$ cat src/rtl/priority_request_scheduler_if.sv
// Grant handshake between the scheduler (master) and its consumer (slave).
interface priority_request_scheduler_if;
    logic       grant_valid;
    logic       grant_ready;
    logic [1:0] grant_pos;

    modport master (output grant_valid, output grant_pos, input grant_ready);
    modport slave  (input grant_valid, input grant_pos, output grant_ready);
endinterface

$ cat src/rtl/priority_request_scheduler.sv
// Sticky request capture feeding an external 4-input priority encoder; the encoder
// result is sampled, offered over valid/ready, and the granted bit is cleared on accept.
module priority_request_scheduler #(
    parameter int unsigned CNT_W = 8
) (
    input  logic                          clk,
    input  logic                          rst,
    input  logic [3:0]                    req_in,
    output logic [3:0]                    pend,
    input  logic [1:0]                    enc_pos,
    priority_request_scheduler_if.master  gnt,
    output logic [CNT_W-1:0]              merge_cnt,
    output logic                          err
);

    localparam int unsigned SUM_W = CNT_W + 3;
    localparam logic [CNT_W-1:0] CNT_MAX = '1;

    typedef enum logic [1:0] {IDLE, SAMPLE, OFFER} state_e;

    state_e             state_q, state_d;
    logic [3:0]         pend_q, pend_d;
    logic               grant_valid_q, grant_valid_d;
    logic [1:0]         grant_pos_q, grant_pos_d;
    logic [CNT_W-1:0]   merge_cnt_q, merge_cnt_d;
    logic               err_q, err_d;

    logic               hs;
    logic [3:0]         clr;
    logic [3:0]         merge_bits;
    logic [2:0]         merge_num;
    logic [SUM_W-1:0]   merge_sum;

    // Pending vector update and saturating merge accounting; a set beats a clear.
    always_comb begin
        hs         = (state_q == OFFER) && grant_valid_q && gnt.grant_ready;
        clr        = hs ? 4'(4'b0001 << grant_pos_q) : 4'b0000;
        pend_d     = req_in | (pend_q & ~clr);
        merge_bits = req_in & pend_q & ~clr;
        merge_num  = 3'd0;
        for (int i = 0; i < 4; i++) begin
            merge_num = merge_num + 3'(merge_bits[i]);
        end
        merge_sum  = SUM_W'(merge_cnt_q) + SUM_W'(merge_num);
        if (merge_sum > SUM_W'(CNT_MAX)) begin
            merge_cnt_d = CNT_MAX;
        end else begin
            merge_cnt_d = CNT_W'(merge_sum);
        end
    end

    // Next-state, grant capture and error detection.
    always_comb begin
        state_d     = state_q;
        grant_pos_d = grant_pos_q;
        err_d       = err_q;
        unique case (state_q)
            IDLE: begin
                if (pend_q != 4'b0000) state_d = SAMPLE;
            end
            SAMPLE: begin
                if (pend_q[enc_pos]) begin
                    grant_pos_d = enc_pos;
                    state_d     = OFFER;
                end else begin
                    err_d   = 1'b1;
                    state_d = IDLE;
                end
            end
            OFFER: begin
                if (gnt.grant_ready) begin
                    state_d = (pend_d != 4'b0000) ? SAMPLE : IDLE;
                end
            end
            default: state_d = IDLE;
        endcase
        grant_valid_d = (state_d == OFFER);
    end

    // State and output registers with synchronous reset.
    always_ff @(posedge clk) begin
        if (rst) begin
            state_q       <= IDLE;
            pend_q        <= 4'b0000;
            grant_valid_q <= 1'b0;
            grant_pos_q   <= 2'd0;
            merge_cnt_q   <= '0;
            err_q         <= 1'b0;
        end else begin
            state_q       <= state_d;
            pend_q        <= pend_d;
            grant_valid_q <= grant_valid_d;
            grant_pos_q   <= grant_pos_d;
            merge_cnt_q   <= merge_cnt_d;
            err_q         <= err_d;
        end
    end

    assign pend            = pend_q;
    assign gnt.grant_valid = grant_valid_q;
    assign gnt.grant_pos   = grant_pos_q;
    assign merge_cnt       = merge_cnt_q;
    assign err             = err_q;

endmodule

$ cat src/flat_wrapper.sv
// flat-port wrapper written by rule: the top's interface ports become plain ports
module priority_request_scheduler_flat 
#(
    parameter int unsigned CNT_W = 8
)
  (clk, rst, req_in, pend, enc_pos, merge_cnt, err, gnt_grant_valid, gnt_grant_pos, gnt_grant_ready);
  priority_request_scheduler_if gnt_i ();
  input  logic clk;
  input  logic rst;
  input  logic [3:0] req_in;
  output logic [3:0] pend;
  input  logic [1:0] enc_pos;
  output logic [CNT_W-1:0] merge_cnt;
  output logic err;
  output wire logic [$bits(gnt_i.grant_valid)-1:0] gnt_grant_valid;
  output wire logic [$bits(gnt_i.grant_pos)-1:0] gnt_grant_pos;
  input wire logic [$bits(gnt_i.grant_ready)-1:0] gnt_grant_ready;
  assign gnt_grant_valid = gnt_i.grant_valid;
  assign gnt_grant_pos = gnt_i.grant_pos;
  assign gnt_i.grant_ready = gnt_grant_ready;
  priority_request_scheduler #(.CNT_W(CNT_W)) u_core (.clk(clk), .rst(rst), .req_in(req_in), .pend(pend), .enc_pos(enc_pos), .gnt(gnt_i), .merge_cnt(merge_cnt), .err(err));
endmodule
$ cat config.mk
export PLATFORM = sky130hd
export DESIGN_NAME = priority_request_scheduler_flat
export DESIGN_NICKNAME = d
export VERILOG_FILES = /design/src/rtl/priority_request_scheduler_if.sv /design/src/rtl/priority_request_scheduler.sv /design/src/flat_wrapper.sv
export SDC_FILE = /design/constraint.sdc
export NUM_CORES = 1
export LEC_CHECK = 0
export ABC_AREA = 0
export CORE_UTILIZATION = 51
export CTS_BUF_LIST = sky130_fd_sc_hd__clkbuf_4 sky130_fd_sc_hd__clkbuf_8 sky130_fd_sc_hd__clkbuf_16
export CTS_CLUSTER_DIAMETER = 120
export DETAILED_ROUTE_END_ITERATION = 16
export MAX_ROUTING_LAYER = met4
export PLACE_DENSITY = 0.83
export SYNTH_ARGS = -nofsm -noshare
export SYNTH_HDL_FRONTEND = slang
export SYNTH_SLANG_ARGS = --single-unit
$ cat constraint.sdc
create_clock -name clk -period 10.17 [get_ports clk]
set_input_delay 2.034 -clock clk [delete_from_list [all_inputs] [get_ports clk]]
set_output_delay 2.034 -clock clk [all_outputs]
set_load 0.005 [all_outputs]
==> results by group, run 1 <==
Run status
  • Outcome: finished, final reports clean

Critical path
  • Critical path peak fanout: 8
  • Crit path capture type: register
  • WS Path Type: input port to register
  • WP buf/inv: 2
  • Cells along the critical path: clkdlybuf4s50_1 > and4b_1 > nand2_1 > o211a_1 > ha_1 > fa_1 > ha_1 > inv_1 > fa_1 > nor2b_1 > o211ai_1 > and4_1 > nor3_1
  • Cell family contributing the most delay on the critical path: adder cells
  • Delay of the slowest cell on the worst path: 520 ps
  • Critical Path Source Type: input port
  • Slowest CP cell: sky130_fd_sc_hd__fa_1
  • Req. time, crit path: 10410 ps
  • Arrival @ worst endpoint: 5650 ps

Floorplan
  • Full die area: 0.00208 mm^2
  • Height of the chip: 45.6 um
  • Std-Cell Core Area: 0.00175 mm^2
  • Row Count: 15
  • I/O pin count: 25
  • Starting utilization of the core area: 55.5%
  • Die width: 45.6 um

Yosys
  • Count of different cell masters after synthesis: 35
  • Number of standard cells after synthesis: 102
  • FFs w/ async S/R, synth: 0%
  • Mapped Nets: 118
  • Warnings from Yosys: 0
  • Synth top cells by count: sky130_fd_sc_hd__dfxtp_1, sky130_fd_sc_hd__a21oi_1, sky130_fd_sc_hd__nor2_1, sky130_fd_sc_hd__inv_1
  • Post-synthesis sequential element count: 18
  • Portion of the post-synthesis area used by sequential elements: 37.2%
  • Post-Synthesis Mean Instance Area: 9.49 um^2
  • Synth Flop Type: sky130_fd_sc_hd__dfxtp_1
  • Number of flops mapped to enable cells by yosys: 0
  • Most used standard cell by instance count after synthesis: sky130_fd_sc_hd__dfxtp_1
  • Area share of the leading cell type in the synthesized netlist: 37.2%
  • Top cells by area in the synthesized netlist: sky130_fd_sc_hd__dfxtp_1, sky130_fd_sc_hd__ha_1, sky130_fd_sc_hd__a21oi_1, sky130_fd_sc_hd__fa_1, sky130_fd_sc_hd__nor2_1
  • Cell area after technology mapping: 968 um^2
  • Post-synthesis cell type with the largest combined area: sky130_fd_sc_hd__dfxtp_1

Power and ir drop
  • Switching Share: 27.1%
  • Gate power share: 21.2%
  • Power density over the cells: 130 mW/mm^2
  • Maximum VDD drop: 0.0937 mV
  • Switching Power: 0.0000440 W
  • Static leakage: 0.501 nW
  • Relative contribution of sequential cells to total power: 50.4%
  • Clock Power Share: 28.4%
  • Cell internal power dissipation: 0.000118 W

Global route
  • Number of global-route vias before repair: 830
  • Largest net degree at the start of global routing: 20
  • Global-route wire length before repair: 3.66 mm
  • Total GRT Usage: 26.0%
  • Global-route congestion overflow total: 0
  • Antenna violations before repair: 0

Final layout
  • Ant. Diodes: 0
  • Share of layout cells above drive strength 1: 8.00%
  • Area Growth Syn to Fin: 28.9%
  • Number of nets in the finished design: 142
  • Utilization after layout: 71.5%

Flow run
  • Maximum Capacitance Violations: 0

Clock network
  • CTS clock-pin slew for the worst setup and hold paths: 110 ps
  • H-tree levels: 1
  • Setup repair bufs after CTS: 0
  • Latest clock arrival within the worst-skew pair: 310 ps
  • CTS-repair resized insts: 0
  • Clock Root Buffer: sky130_fd_sc_hd__clkbuf_4
  • Number of clock buffers inserted by TritonCTS: 3
  • CTS Sinks: 18
  • Clk buf depth: 2
  • Clock tree from TritonCTS: yes
  • CTS hold repair buffers: 0

Timing
  • Actual transition at the worst max-transition pin: 715 ps
  • Crit path time final: 5410 ps
  • Hold Fails Final Rpt: 0
  • Final-report setup violation count: 0
  • Unrepaired setup endpoints after global routing: false
  • Highest clock rate: 0.185 GHz
  • Worst slew margin relative to its limit: 52.2%
  • Share of the clock period used by the worst path: 53.2%
  • Worst clock skew on the final layout: 7.97 ps
  • Post-route setup TNS: 0 ps
  • Hold slack: 486 ps
  • Number of max-slew violations in the final report: 0

Drt
  • Detailed-route wire length per cell: 14.3 um
  • Detailed Routing Iterations Pass 1: 4
  • Remaining routing DRC violations: 0
  • Total Routed Length: 2.15 mm
  • Via density per instance: 5.65
  • DRC violation total after the first TritonRoute iteration: 12
  • Detail Route Antenna Nets: 0
  • Overall via count from detail_route: 847

Placed design
  • Count of input and output buffers: 24
  • Last weighted congestion value of the routability-driven placer: 0.785
  • DP Wirelength: 1.56 mm

Worst hold path
  • Classification of the worst-slack hold path: register to register
-- layout by cell type, fill, tap and decap left out, types with 2 or more instances in the layout --
master,count
sky130_fd_sc_hd__clkdlybuf4s50_1,24
sky130_fd_sc_hd__dfxtp_1,18
sky130_fd_sc_hd__a21oi_1,12
sky130_fd_sc_hd__nor2_1,9
sky130_fd_sc_hd__inv_1,6
sky130_fd_sc_hd__nor2b_1,5
sky130_fd_sc_hd__ha_1,5
sky130_fd_sc_hd__nor3b_1,4
sky130_fd_sc_hd__nor3_1,4
sky130_fd_sc_hd__and3_1,3
sky130_fd_sc_hd__nand2_1,3
sky130_fd_sc_hd__clkbuf_4,3
sky130_fd_sc_hd__o211ai_1,2
sky130_fd_sc_hd__a21o_1,2
sky130_fd_sc_hd__and4_1,2
sky130_fd_sc_hd__mux2i_1,2
sky130_fd_sc_hd__xor2_1,2
sky130_fd_sc_hd__fa_1,2
-- layout make-up --
| class | count | area [um^2] |
|---|---|---|
| sequential | 18 | 360 |
| tap | 25 | 31.3 |
| clock buffer | 4 | 36.3 |
| multi-input combinational | 73 | 558 |
| timing repair buffer | 24 | 240 |
| inverter | 6 | 22.5 |
| fill | 146 | 497 |
-- cell families after synthesis --
group           count (synthesis)  synth area share [%]
simple gates                   37                  23.1
compound gates                 23                  16.8
buf+inv                        11                  5.17
mux                             3                  4.39
xor+xnor                        3                  2.71
flops                          18                  37.2
fa+ha+maj                       7                  10.6
-- state kept, by name, indices dropped and copies added, names as in the netlist --
register	flops
u_core.pend	4
u_core.gnt.grant_valid	1
u_core.merge_cnt	8
u_core.state_q	2
u_core.err	1
u_core.gnt.grant_pos	2
-- worst register-to-register path: stages (launching register included) --
cell	delay (ps)
sky130_fd_sc_hd__dfxtp_1	380
sky130_fd_sc_hd__and4b_1	460
sky130_fd_sc_hd__nand2_1	90
sky130_fd_sc_hd__o211a_1	220
sky130_fd_sc_hd__ha_1	290
sky130_fd_sc_hd__fa_1	520
sky130_fd_sc_hd__ha_1	180
sky130_fd_sc_hd__inv_1	70
sky130_fd_sc_hd__fa_1	390
sky130_fd_sc_hd__nor2b_1	270
sky130_fd_sc_hd__o211ai_1	260
sky130_fd_sc_hd__and4_1	290
sky130_fd_sc_hd__nor3_1	150
-- through the flow --
step	area [um^2]	power [W]	cells	worst slack, ps
after floorplan	968	0.000101	102	5320
after global placement	1210	0.000117	146	4620
after detailed placement	1210	0.000118	146	4430
after CTS	1250	0.000162	150	4770
after global routing	1250	0.000170	150	4530
final	1250	0.000162	150	4760
-- power by group through the flow --
| stage | Clock, W | Combinational (W) | Sequential [W] |
|---|---|---|---|
| 6_report | 0.0000461 | 0.0000344 | 0.0000817 |
| 5_1_grt | 0.0000490 | 0.0000387 | 0.0000826 |
| 4_1_cts | 0.0000458 | 0.0000347 | 0.0000817 |
| 3_5_place_dp | 0 | 0.0000341 | 0.0000834 |
| 3_3_place_gp | 0 | 0.0000340 | 0.0000830 |
| 2_1_floorplan | 0 | 0.0000186 | 0.0000820 |
-- final timing paths --
check	startpoint	endpoint	slack, ps	cells after the start
max	gnt_grant_ready	u_core.merge_cnt[5]	4760	13
max reg2reg	u_core.state_q[0]	u_core.merge_cnt[5]	6520	12
min	u_core.err	u_core.err	490	2
min reg2reg	u_core.err	u_core.err	490	2
-- metal layers --
layer / global-route usage (%) / routed length [um] / vias to the layer above
met4: 10.9 / 42 / 0
met5: - / 0 / -
met3: 5.16 / 98 / 6
met2: 43.4 / 1100 / 21
li1: - / - / 413
met1: 29.9 / 906 / 407
Note: power is estimated with default switching activity, not from simulation.
==> run 2, diff against run 1 <==
Settings changed: CORE_UTILIZATION 51 to 42, PLACE_DENSITY 0.83 to 0.73.
Clock period 10.17 ns to 4.6 ns, I/O delays scaled along.
==> run 2 against run 1 <==
Critical path depth is the same; global-route usage shrank 7.4 points; wire length decreased by 4.1%; count of clock-buffer cells in the layout did not move; die area increased by 20%; first-iteration DRC count fell by 8.3%; non-clock buffer count grew 2; worst hold slack lost 11 ps; design area increased by 1.5%; sequential share of layout area down 0.43 points; setup slack got worse by 4200 ps; sequential power rose by 120%; critical path type unchanged.
==> results by group, run 2 (synthesis gave the netlist of run 1 again) <==
Worst hold path
  • Endpoint with the worst hold slack: u_core.err (unchanged)
  • Classification of the worst-slack hold path: register to register (unchanged)
  • Hold path startpoint: u_core.err (unchanged)
  • Hold path cells: 2 (unchanged)

Timing
  • Final-report setup violation count: 0 (unchanged)
  • Worst slew margin relative to its limit: 53.3% (was 52.2%)
  • Highest clock rate: 0.246 GHz
  • Crit path time final: 4070 ps
  • Number of max-slew violations in the final report: 0 (unchanged)
  • Unrepaired setup endpoints after global routing: false (unchanged)
  • Actual transition at the worst max-transition pin: 698 ps (was 715 ps)
  • Worst clock skew on the final layout: 6.54 ps (was 7.97 ps)
  • Post-route setup TNS: 0 ps (unchanged)
  • Hold Fails Final Rpt: 0 (unchanged)
  • Share of the clock period used by the worst path: 88.4%

Floorplan
  • Starting utilization of the core area: 44.2% (was 55.5%)
  • I/O pin count: 25 (unchanged)
  • Height of the chip: 50.0 um (was 45.6 um)
  • Die width: 50.0 um (was 45.6 um)
  • Std-Cell Core Area: 0.00219 mm^2 (was 0.00175 mm^2)
  • Full die area: 0.00250 mm^2 (was 0.00208 mm^2)
  • Row Count: 17 (was 15)

Final layout
  • Ant. Diodes: 0 (unchanged)
  • Utilization after layout: 57.9% (was 71.5%)
  • Most frequent cells in the layout: sky130_fd_sc_hd__clkdlybuf4s50_1, sky130_fd_sc_hd__dfxtp_1, sky130_fd_sc_hd__a21oi_1 (unchanged)
  • Commonest non-fill, non-tap cell in the layout: sky130_fd_sc_hd__clkdlybuf4s50_1 (unchanged)
  • Share of layout cells above drive strength 1: 9.45% (was 8.00%)
  • Non-Filler Cell Area, Final: 0.00127 mm^2 (was 0.00125 mm^2)
  • Area Growth Syn to Fin: 30.9% (was 28.9%)
  • Final cell count without fillers: 155 (was 150)
  • Max FFs per register: 8 (unchanged)
  • Fill cell instance count of the final layout: 194 (was 146)
  • Number of nets in the finished design: 144 (was 142)

Critical path
  • Critical Path Source Type: input port (unchanged)
  • Startpoint of the worst register-to-register path: u_core.state_q[0] (unchanged)
  • Critical path peak fanout: 4 (was 8)
  • Crit path capture type: register (unchanged)
  • Number of cells on the worst reg-to-reg path: 12 (unchanged)
  • Req. time, crit path: 4810 ps (was 10410 ps)
  • Arrival @ worst endpoint: 4270 ps (was 5650 ps)
  • CP Launch Point: gnt_grant_ready (unchanged)
  • WS Path Type: input port to register (unchanged)
  • Worst reg-to-reg setup slack: 1240 ps (was 6520 ps)
  • Endpoint of the worst-slack reg-to-reg timing path: u_core.merge_cnt[5] (unchanged)
  • Slowest CP cell: sky130_fd_sc_hd__clkdlybuf4s50_1 (was sky130_fd_sc_hd__fa_1)
  • Delay of the slowest cell on the worst path: 500 ps (was 520 ps)
  • Cells along the critical path: clkdlybuf4s50_1 > and4b_1 > nand2_1 > o211a_1 > ha_1 > fa_1 > ha_1 > inv_1 > fa_1 > nor2b_1 > o211ai_1 > and4_1 > nor3_1 (unchanged)

Clock network
  • Setup repair bufs after CTS: 0 (unchanged)
  • Latest clock arrival within the worst-skew pair: 290 ps (was 310 ps)
  • Clock Root Buffer: sky130_fd_sc_hd__clkbuf_4 (unchanged)
  • CTS clock-pin slew for the worst setup and hold paths: 110 ps (about the same)
  • H-tree levels: 1 (unchanged)
  • CTS hold repair buffers: 0 (unchanged)
  • Number of clock buffers inserted by TritonCTS: 3 (unchanged)
  • CTS-repair resized insts: 0 (unchanged)
  • Clock tree from TritonCTS: yes (unchanged)
  • CTS Sinks: 18 (unchanged)
  • Clk buf depth: 2 (unchanged)

Placed design
  • Placed cells: 151 (was 146)
  • Last weighted congestion value of the routability-driven placer: 0.747 (was 0.785)
  • Count of input and output buffers: 24 (unchanged)
  • DP Wirelength: 1.55 mm (was 1.56 mm)
  • Placed cell area: 0.00123 mm^2 (was 0.00121 mm^2)

Global route
  • Global-route wire length before repair: 3.48 mm (was 3.66 mm)
  • GR Util met3: 3.09% (was 5.16%)
  • Total GRT Usage: 18.5% (was 26.0%)
  • Number of global-route vias before repair: 840 (was 830)
  • Antenna violations before repair: 0 (unchanged)
  • Global-route congestion overflow total: 0 (unchanged)
  • Met1 GRT Util: 21.4% (was 29.9%)
  • Largest net degree at the start of global routing: 20 (unchanged)
  • Gr busiest metal: met2 (unchanged)
  • Met2 track utilization from global routing: 32.7% (was 43.4%)

Drt
  • Detailed Routing Iterations Pass 1: 4 (unchanged)
  • Detailed-route wire length per cell: 13.3 um (was 14.3 um)
  • DRC violation total after the first TritonRoute iteration: 11 (was 12)
  • Detail Route Antenna Nets: 0 (unchanged)
  • Overall via count from detail_route: 833 (was 847)
  • Remaining routing DRC violations: 0 (unchanged)
  • Total Routed Length: 2.06 mm (was 2.15 mm)
  • Via density per instance: 5.37 (was 5.65)

Power and ir drop
  • Sum of internal, switching and leakage power: 0.000353 W (was 0.000162 W)
  • Static leakage: 0.510 nW (was 0.501 nW)
  • Maximum VDD drop: 0.182 mV (was 0.0937 mV)
  • Power density over the cells: 278 mW/mm^2 (was 130 mW/mm^2)

Flow run
  • Maximum Capacitance Violations: 0 (unchanged)

Run status
  • Outcome: finished, final reports clean (unchanged)
==> run 2: changes by cell type in the layout (fill, tap and decap cells not counted), sizes merged <==
cell | before | now
buf | 0 | 2
==> run 2: cell type report <==
| type | instances | area, um^2 | share of cell area [%] |
|---|---|---|---|
| tap | 28 | 35.0 | 2.76 |
| multi-input combinational | 73 | 558 | 44.0 |
| inverter | 6 | 22.5 | 1.78 |
| sequential | 18 | 360 | 28.4 |
| timing repair buffer | 26 | 255 | 20.1 |
| clock buffer | 4 | 36.3 | 2.86 |
==> run 2: critical path: cells and delay by family <==
kind	cells	cell delay, ps
fa+ha+maj	4	1440
simple gates	5	980
buf+inv	2	560
compound gates	2	380
==> run 2: worst max path at each step <==
stage,end
finish,u_core.merge_cnt[5]
global route,u_core.merge_cnt[5]
CTS,u_core.merge_cnt[5]
detailed placement,u_core.merge_cnt[5]
global placement,u_core.merge_cnt[5]
floorplan,u_core.merge_cnt[5]
==> run 2: layer usage <==
layer  vias up  wire length (um)
li1        421                 -
met1       386               972
met2        24               990
met3         2                80
met4         0                12
met5         -                 0
==> run 2: through the flow <==
stage                     hold slack [ps]  setup WS, ps
after floorplan                       465           863
after global placement                450           339
after detailed placement              457           262
after CTS                             484           532
after global routing                  528           377
final                                 475           534
==> run 2: power by group <==
| part | switching (W) | internal [W] | total [W] | leakage (nW) |
|---|---|---|---|---|
| Combinational | 0.0000309 | 0.0000447 | 0.0000756 | 0.342 |
| Clock | 0.0000480 | 0.0000481 | 0.0000961 | 0.0210 |
| Sequential | 0.0000129 | 0.000168 | 0.000181 | 0.148 |
==> run 3, diff against run 2 <==
Settings changed: CTS_CLUSTER_SIZE set to 14, GPL_ROUTABILITY_DRIVEN set to 0.
==> results of run 3 <==
Final layout, timing and power as in run 2 (identical DEF).
